### config.mk
export PLATFORM = sky130hd
export DESIGN_NAME = id_ex_stage
export DESIGN_NICKNAME = d
export VERILOG_FILES = /design/src/rtl/riscv_pkg.sv /design/src/rtl/wb_bypass_mux.sv /design/src/rtl/id_ex_stage.sv
export SDC_FILE = /design/constraint.sdc
export NUM_CORES = 1
export LEC_CHECK = 0
export ABC_CLOCK_PERIOD_IN_PS = 2200
export CAP_MARGIN = 20
export CORE_ASPECT_RATIO = 1.1
export CORE_MARGIN = 2
export CORE_UTILIZATION = 30
export DETAILED_ROUTE_END_ITERATION = 8
export GPL_ROUTABILITY_DRIVEN = 1
export SYNTH_ARGS = -nofsm -noshare
export SYNTH_HDL_FRONTEND = slang
export SYNTH_SLANG_ARGS = --single-unit
### constraint.sdc
create_clock -name clk_i -period 2.2 [get_ports clk_i]
set_input_delay 0.55 -clock clk_i [delete_from_list [all_inputs] [get_ports clk_i]]
set_output_delay 0.55 -clock clk_i [all_outputs]
set_load 0.01 [all_outputs]
### src/rtl/riscv_pkg.sv
// Shared pipeline constants and types for the ID, EX and WB stages.
package riscv_pkg;

    localparam int XLEN       = 32;
    localparam int REG_AW     = 5;
    localparam int CTRL_W     = 12;
    localparam int MEMRD_BIT  = 3;
    localparam int WE_BIT     = 0;
    localparam int ALU_OP_LSB = 4;
    localparam int ALU_OP_W   = 4;

    typedef logic [XLEN-1:0]   xlen_t;
    typedef logic [REG_AW-1:0] reg_addr_t;
    typedef logic [CTRL_W-1:0] ctrl_t;

    typedef struct packed {
        logic      valid;
        xlen_t     pc;
        xlen_t     imm;
        reg_addr_t rs1;
        reg_addr_t rs2;
        reg_addr_t rd;
        xlen_t     op1;
        xlen_t     op2;
        ctrl_t     ctrl;
    } id_ex_t;

    function automatic logic is_load(input ctrl_t c);
        return c[MEMRD_BIT];
    endfunction

    function automatic logic writes_reg(input ctrl_t c);
        return c[WE_BIT];
    endfunction

endpackage

### src/rtl/wb_bypass_mux.sv
// Write-through bypass for one source operand: the register file writes on the
// same edge this stage samples, so a matching WB write replaces the stale read.
module wb_bypass_mux
    import riscv_pkg::*;
(
    input  reg_addr_t rs_i,
    input  xlen_t     rf_data_i,
    input  logic      wb_we_i,
    input  reg_addr_t wb_rd_i,
    input  xlen_t     wb_wd_i,
    input  logic      stall_i,
    output xlen_t     op_o
);

    logic hit;

    // The register file drops writes while stalled, so the bypass must drop them too.
    assign hit  = wb_we_i && !stall_i && (wb_rd_i != '0) && (wb_rd_i == rs_i);
    assign op_o = hit ? wb_wd_i : rf_data_i;

endmodule

### src/rtl/id_ex_stage.sv
// ID/EX pipeline register with WB write-through bypass and load-use bubble insertion.
module id_ex_stage
    import riscv_pkg::*;
(
    input  logic              clk_i,
    input  logic              rst_ni,
    input  logic              stall_i,
    input  logic              flush_i,
    input  logic              id_valid_i,
    input  logic [XLEN-1:0]   id_pc_i,
    input  logic [REG_AW-1:0] id_rs1_i,
    input  logic [REG_AW-1:0] id_rs2_i,
    input  logic [REG_AW-1:0] id_rd_i,
    input  logic [XLEN-1:0]   id_imm_i,
    input  logic [CTRL_W-1:0] id_ctrl_i,
    input  logic [XLEN-1:0]   rf_rd1_i,
    input  logic [XLEN-1:0]   rf_rd2_i,
    input  logic              wb_we_i,
    input  logic [REG_AW-1:0] wb_rd_i,
    input  logic [XLEN-1:0]   wb_wd_i,
    output logic              ex_valid_o,
    output logic [XLEN-1:0]   ex_pc_o,
    output logic [XLEN-1:0]   ex_imm_o,
    output logic [REG_AW-1:0] ex_rs1_o,
    output logic [REG_AW-1:0] ex_rs2_o,
    output logic [REG_AW-1:0] ex_rd_o,
    output logic [XLEN-1:0]   ex_op1_o,
    output logic [XLEN-1:0]   ex_op2_o,
    output logic [CTRL_W-1:0] ex_ctrl_o,
    output logic              hazard_stall_o
);

    id_ex_t ex_q;
    id_ex_t ex_d;
    xlen_t  op1;
    xlen_t  op2;
    logic   load_use;

    wb_bypass_mux u_byp_op1 (
        .rs_i      (id_rs1_i),
        .rf_data_i (rf_rd1_i),
        .wb_we_i   (wb_we_i),
        .wb_rd_i   (wb_rd_i),
        .wb_wd_i   (wb_wd_i),
        .stall_i   (stall_i),
        .op_o      (op1)
    );

    wb_bypass_mux u_byp_op2 (
        .rs_i      (id_rs2_i),
        .rf_data_i (rf_rd2_i),
        .wb_we_i   (wb_we_i),
        .wb_rd_i   (wb_rd_i),
        .wb_wd_i   (wb_wd_i),
        .stall_i   (stall_i),
        .op_o      (op2)
    );

    // Load result is not available until after EX; a consumer one behind must wait a cycle.
    assign load_use = ex_q.valid && is_load(ex_q.ctrl) && (ex_q.rd != '0) && id_valid_i &&
                      ((ex_q.rd == id_rs1_i) || (ex_q.rd == id_rs2_i));

    always_comb begin
        ex_d = ex_q;
        if (stall_i) begin
            ex_d = ex_q;
        end else if (flush_i || load_use) begin
            ex_d = '0;
        end else begin
            ex_d.valid = id_valid_i;
            ex_d.pc    = id_pc_i;
            ex_d.imm   = id_imm_i;
            ex_d.rs1   = id_rs1_i;
            ex_d.rs2   = id_rs2_i;
            ex_d.rd    = id_rd_i;
            ex_d.op1   = op1;
            ex_d.op2   = op2;
            ex_d.ctrl  = id_valid_i ? id_ctrl_i : '0;
        end
    end

    always_ff @(posedge clk_i) begin
        if (!rst_ni) begin
            ex_q <= '0;
        end else begin
            ex_q <= ex_d;
        end
    end

    assign ex_valid_o     = ex_q.valid;
    assign ex_pc_o        = ex_q.pc;
    assign ex_imm_o       = ex_q.imm;
    assign ex_rs1_o       = ex_q.rs1;
    assign ex_rs2_o       = ex_q.rs2;
    assign ex_rd_o        = ex_q.rd;
    assign ex_op1_o       = ex_q.op1;
    assign ex_op2_o       = ex_q.op2;
    assign ex_ctrl_o      = ex_q.ctrl;
    assign hazard_stall_o = load_use;

endmodule

==> reports/qor.txt <==
Dpl ws = -861 ps
Critical Path AT = 1740 ps
Number of flops mapped to enable cells by yosys = 0
Placed Area = 10,900 um2
Fmax = 436 MHz
H-Tree Depth = 4
Vias in the first global route = 6,688
Synth Cell Area = 6740 um2
Peak VDD IR = 0.500 mV
Reg area = 3130 um2
GRT met2 Usage = 0.347
Antenna cells = 0
Lkg Pwr = 0.00410 uW
GRT met1 Usage = 0.253
Core box area = 22,000 um2
Met3 global-route usage = 0.0596
Largest net degree at the start of global routing = 94
# DRC = 0
DRT Pass-1 Iters = 4
Synth Instances = 744
Clock Skew = 9.27 ps
TritonCTS Buffers = 17
Gr ovfl total = 0
Height of the die = 161 um
Max-cap violations = 0
Startpoint Class = input port
Starting Density = 0.306
Failing checks = negative setup slack
Cell taking the most area after synthesis = dfxtp_1
Cells taking the most area after synthesis = dfxtp_1, nand3_1, mux2i_1
R2R setup slack = 110 ps
Synth top cells by count = nand3_1, dfxtp_1, o21ai_0, clkbuf_1, mux2i_1
CP Max Fanout = 2
Filler cell count = 2,070
Yosys cell types = 28
DIE AREA = 23,700 um2
Main synth FF type = dfxtp_1
I/O pins = 355
Final setup vio count = 1
Hold Path Class = input port to register
Routed WL per cell = 18.2 um
R2R Path Start = ex_rd_o[0]
Clock latency at the later pin of the worst-skew pair = 420 ps
Worst Hold Path Cells = 3
Vias per cell = 4.98
Root buffer cell = clkbuf_16
Max-Slew Margin vs Limit = 0.325
Critical setup path kind = input port to output pin
Area delta synth->final = 72.5%
HP Start = rst_ni
Power density cells = 617 nW/um2
Period utilization = 1.04
Gr usage total = 0.205
Max Root-Sink Buffers = 2
Register bit total from synthesis = 156
Req. time, crit path = 1650 ps
Worst hold endpoint = ex_pc_o[14]
Min Tclk post-route = 2290 ps
RSZ-0062 raised after global routing = true
First-pass GRT wire length = 38,500 um
Post-route cell area = 11,600 um2
Syn. warnings = 0
Routed Antenna Nets = 0
Final WS setup = -94.6 ps
Fin. max-slew vios = 0
Via count = 7,006
Die W = 147 um
GR peak layer = met2
Starting DRT DRC Count = 283
IO buf count = 354
Reg2Reg Depth = 8
Area of the multi-input gates = 3250 um2
Critical R2R Capture = ex_op2_o[19]
Share of cells above drive strength 1 = 0.111
Cell with the most instances after synthesis = nand3_1
Initial antenna violation count = 0
Syn Area/Cell = 9.05 um2
Synth top area share = 0.464
HPWL after detailed placement = 17,400 um
Async SR Flop Fraction = 0
TritonCTS clock tree = yes
Setup crit end kind = output pin
RePlAce Congestion = 0.792
Final hold viol count = 0
Clock sinks = 156
Worst-margin pin slew = 1010 ps
Num rows = 57
Clock-pin slew on the worst setup and hold paths = 60 ps
WL final = 25,600 um
Post-synthesis sequential area ratio = 0.464
Outcome = complete, but fails checks
Synth Net Count = 942
Nets = 1,298
-- worst max-delay path, stage by stage --
cell             delay (ps)
clkdlybuf4s50_1         500
xor2_1                  160
nor2_1                   80
a22oi_2                 210
nor2_1                   80
buf_2                   150
-- cell type report --
| type | instances | area share |
|---|---|---|
| clock inverters | 12 | 0.0110 |
| multi-input cells | 505 | 0.280 |
| well taps | 295 | 0.0318 |
| inverters | 2 | 0.000646 |
| clock buffers | 20 | 0.0393 |
| repair buffers | 418 | 0.368 |
| flip-flops and latches | 156 | 0.269 |
-- worst max path at each step --
stage | depth (start not counted) | slack [ps] | to | startpoint
floorplan | 6 | 160 | ex_op1_o[21] | wb_rd_i[0]
global placement | 8 | -800 | ex_op1_o[7] | wb_rd_i[4]
detailed placement | 8 | -860 | ex_op1_o[10] | wb_rd_i[4]
CTS | 6 | -310 | hazard_stall_o | id_rs2_i[2]
global route | 6 | -150 | hazard_stall_o | id_rs1_i[3]
finish | 6 | -90 | hazard_stall_o | id_rs1_i[3]
-- registers in the layout (all words and copies together), names as in the netlist --
register	count
ex_rs2_o	5
ex_pc_o	32
ex_rs1_o	5
ex_imm_o	32
ex_ctrl_o	12
ex_op1_o	32
ex_valid_o	1
ex_rd_o	5
ex_op2_o	32
-- stage by stage --
stage,TNS (ps),cells,util,total power [uW],hold slack (ps)
2_1_floorplan,0,744,-,3500,494
3_3_place_gp,-76070,1369,0.494,4280,462
3_5_place_dp,-80060,1369,0.494,4280,470
4_1_cts,-306,1406,0.525,7270,439
5_1_grt,-156,1408,0.527,7470,456
6_report,-94.6,1408,0.527,7170,457
-- logic make-up after synthesis --
family,after synthesis,share of synthesized area
AO/OA/AOI/OAI,161,0.152
XOR/XNOR,20,0.0260
buffers and inverters,83,0.0563
flip-flops,156,0.464
multiplexers,76,0.115
AND/OR/NAND/NOR,248,0.187
-- per-layer routing --
metal / part of all wire / routed length (um) / up-vias
met3: 0.070 / 1800 / 25
met5: 0 / 0 / -
li1: - / - / 3444
met2: 0.48 / 12300 / 236
met4: 0.019 / 480 / 0
met1: 0.43 / 11000 / 3301
-- layout by cell type, fill, tap and decap left out, types with 3 or more instances in the layout --
master,instances
inv_6,3
clkinv_4,3
buf_4,46
a21oi_1,12
mux2i_1,63
clkinvlp_4,3
o21ai_0,80
nand3_1,226
nor2_1,3
dlymetal6s2s_1,7
mux2_2,12
xor2_1,14
dlygate4sd2_1,7
dfxtp_1,154
buf_12,17
clkbuf_16,18
clkdlybuf4s50_1,337
nand2_1,12
o31ai_1,63
xnor2_1,6
-- where the power goes --
group / internal [uW] / leakage [uW] / switching [uW] / total [uW]
clock network: 1650 / 0.000278 / 1290 / 2940
logic: 698 / 0.00255 / 530 / 1230
registers: 2940 / 0.00127 / 61.3 / 3000
total: 5290 / 0.00410 / 1880 / 7170
-- timing repair --
action                     in CTS  in global routing
pin swaps                       6                  8
setup endpoints to repair      65                 60
hold buffers                    0                  0
gates resized for setup        11                 12
gates cloned                    1                  1
setup buffers                   5                  2
(Power assumes the default switching activity.)
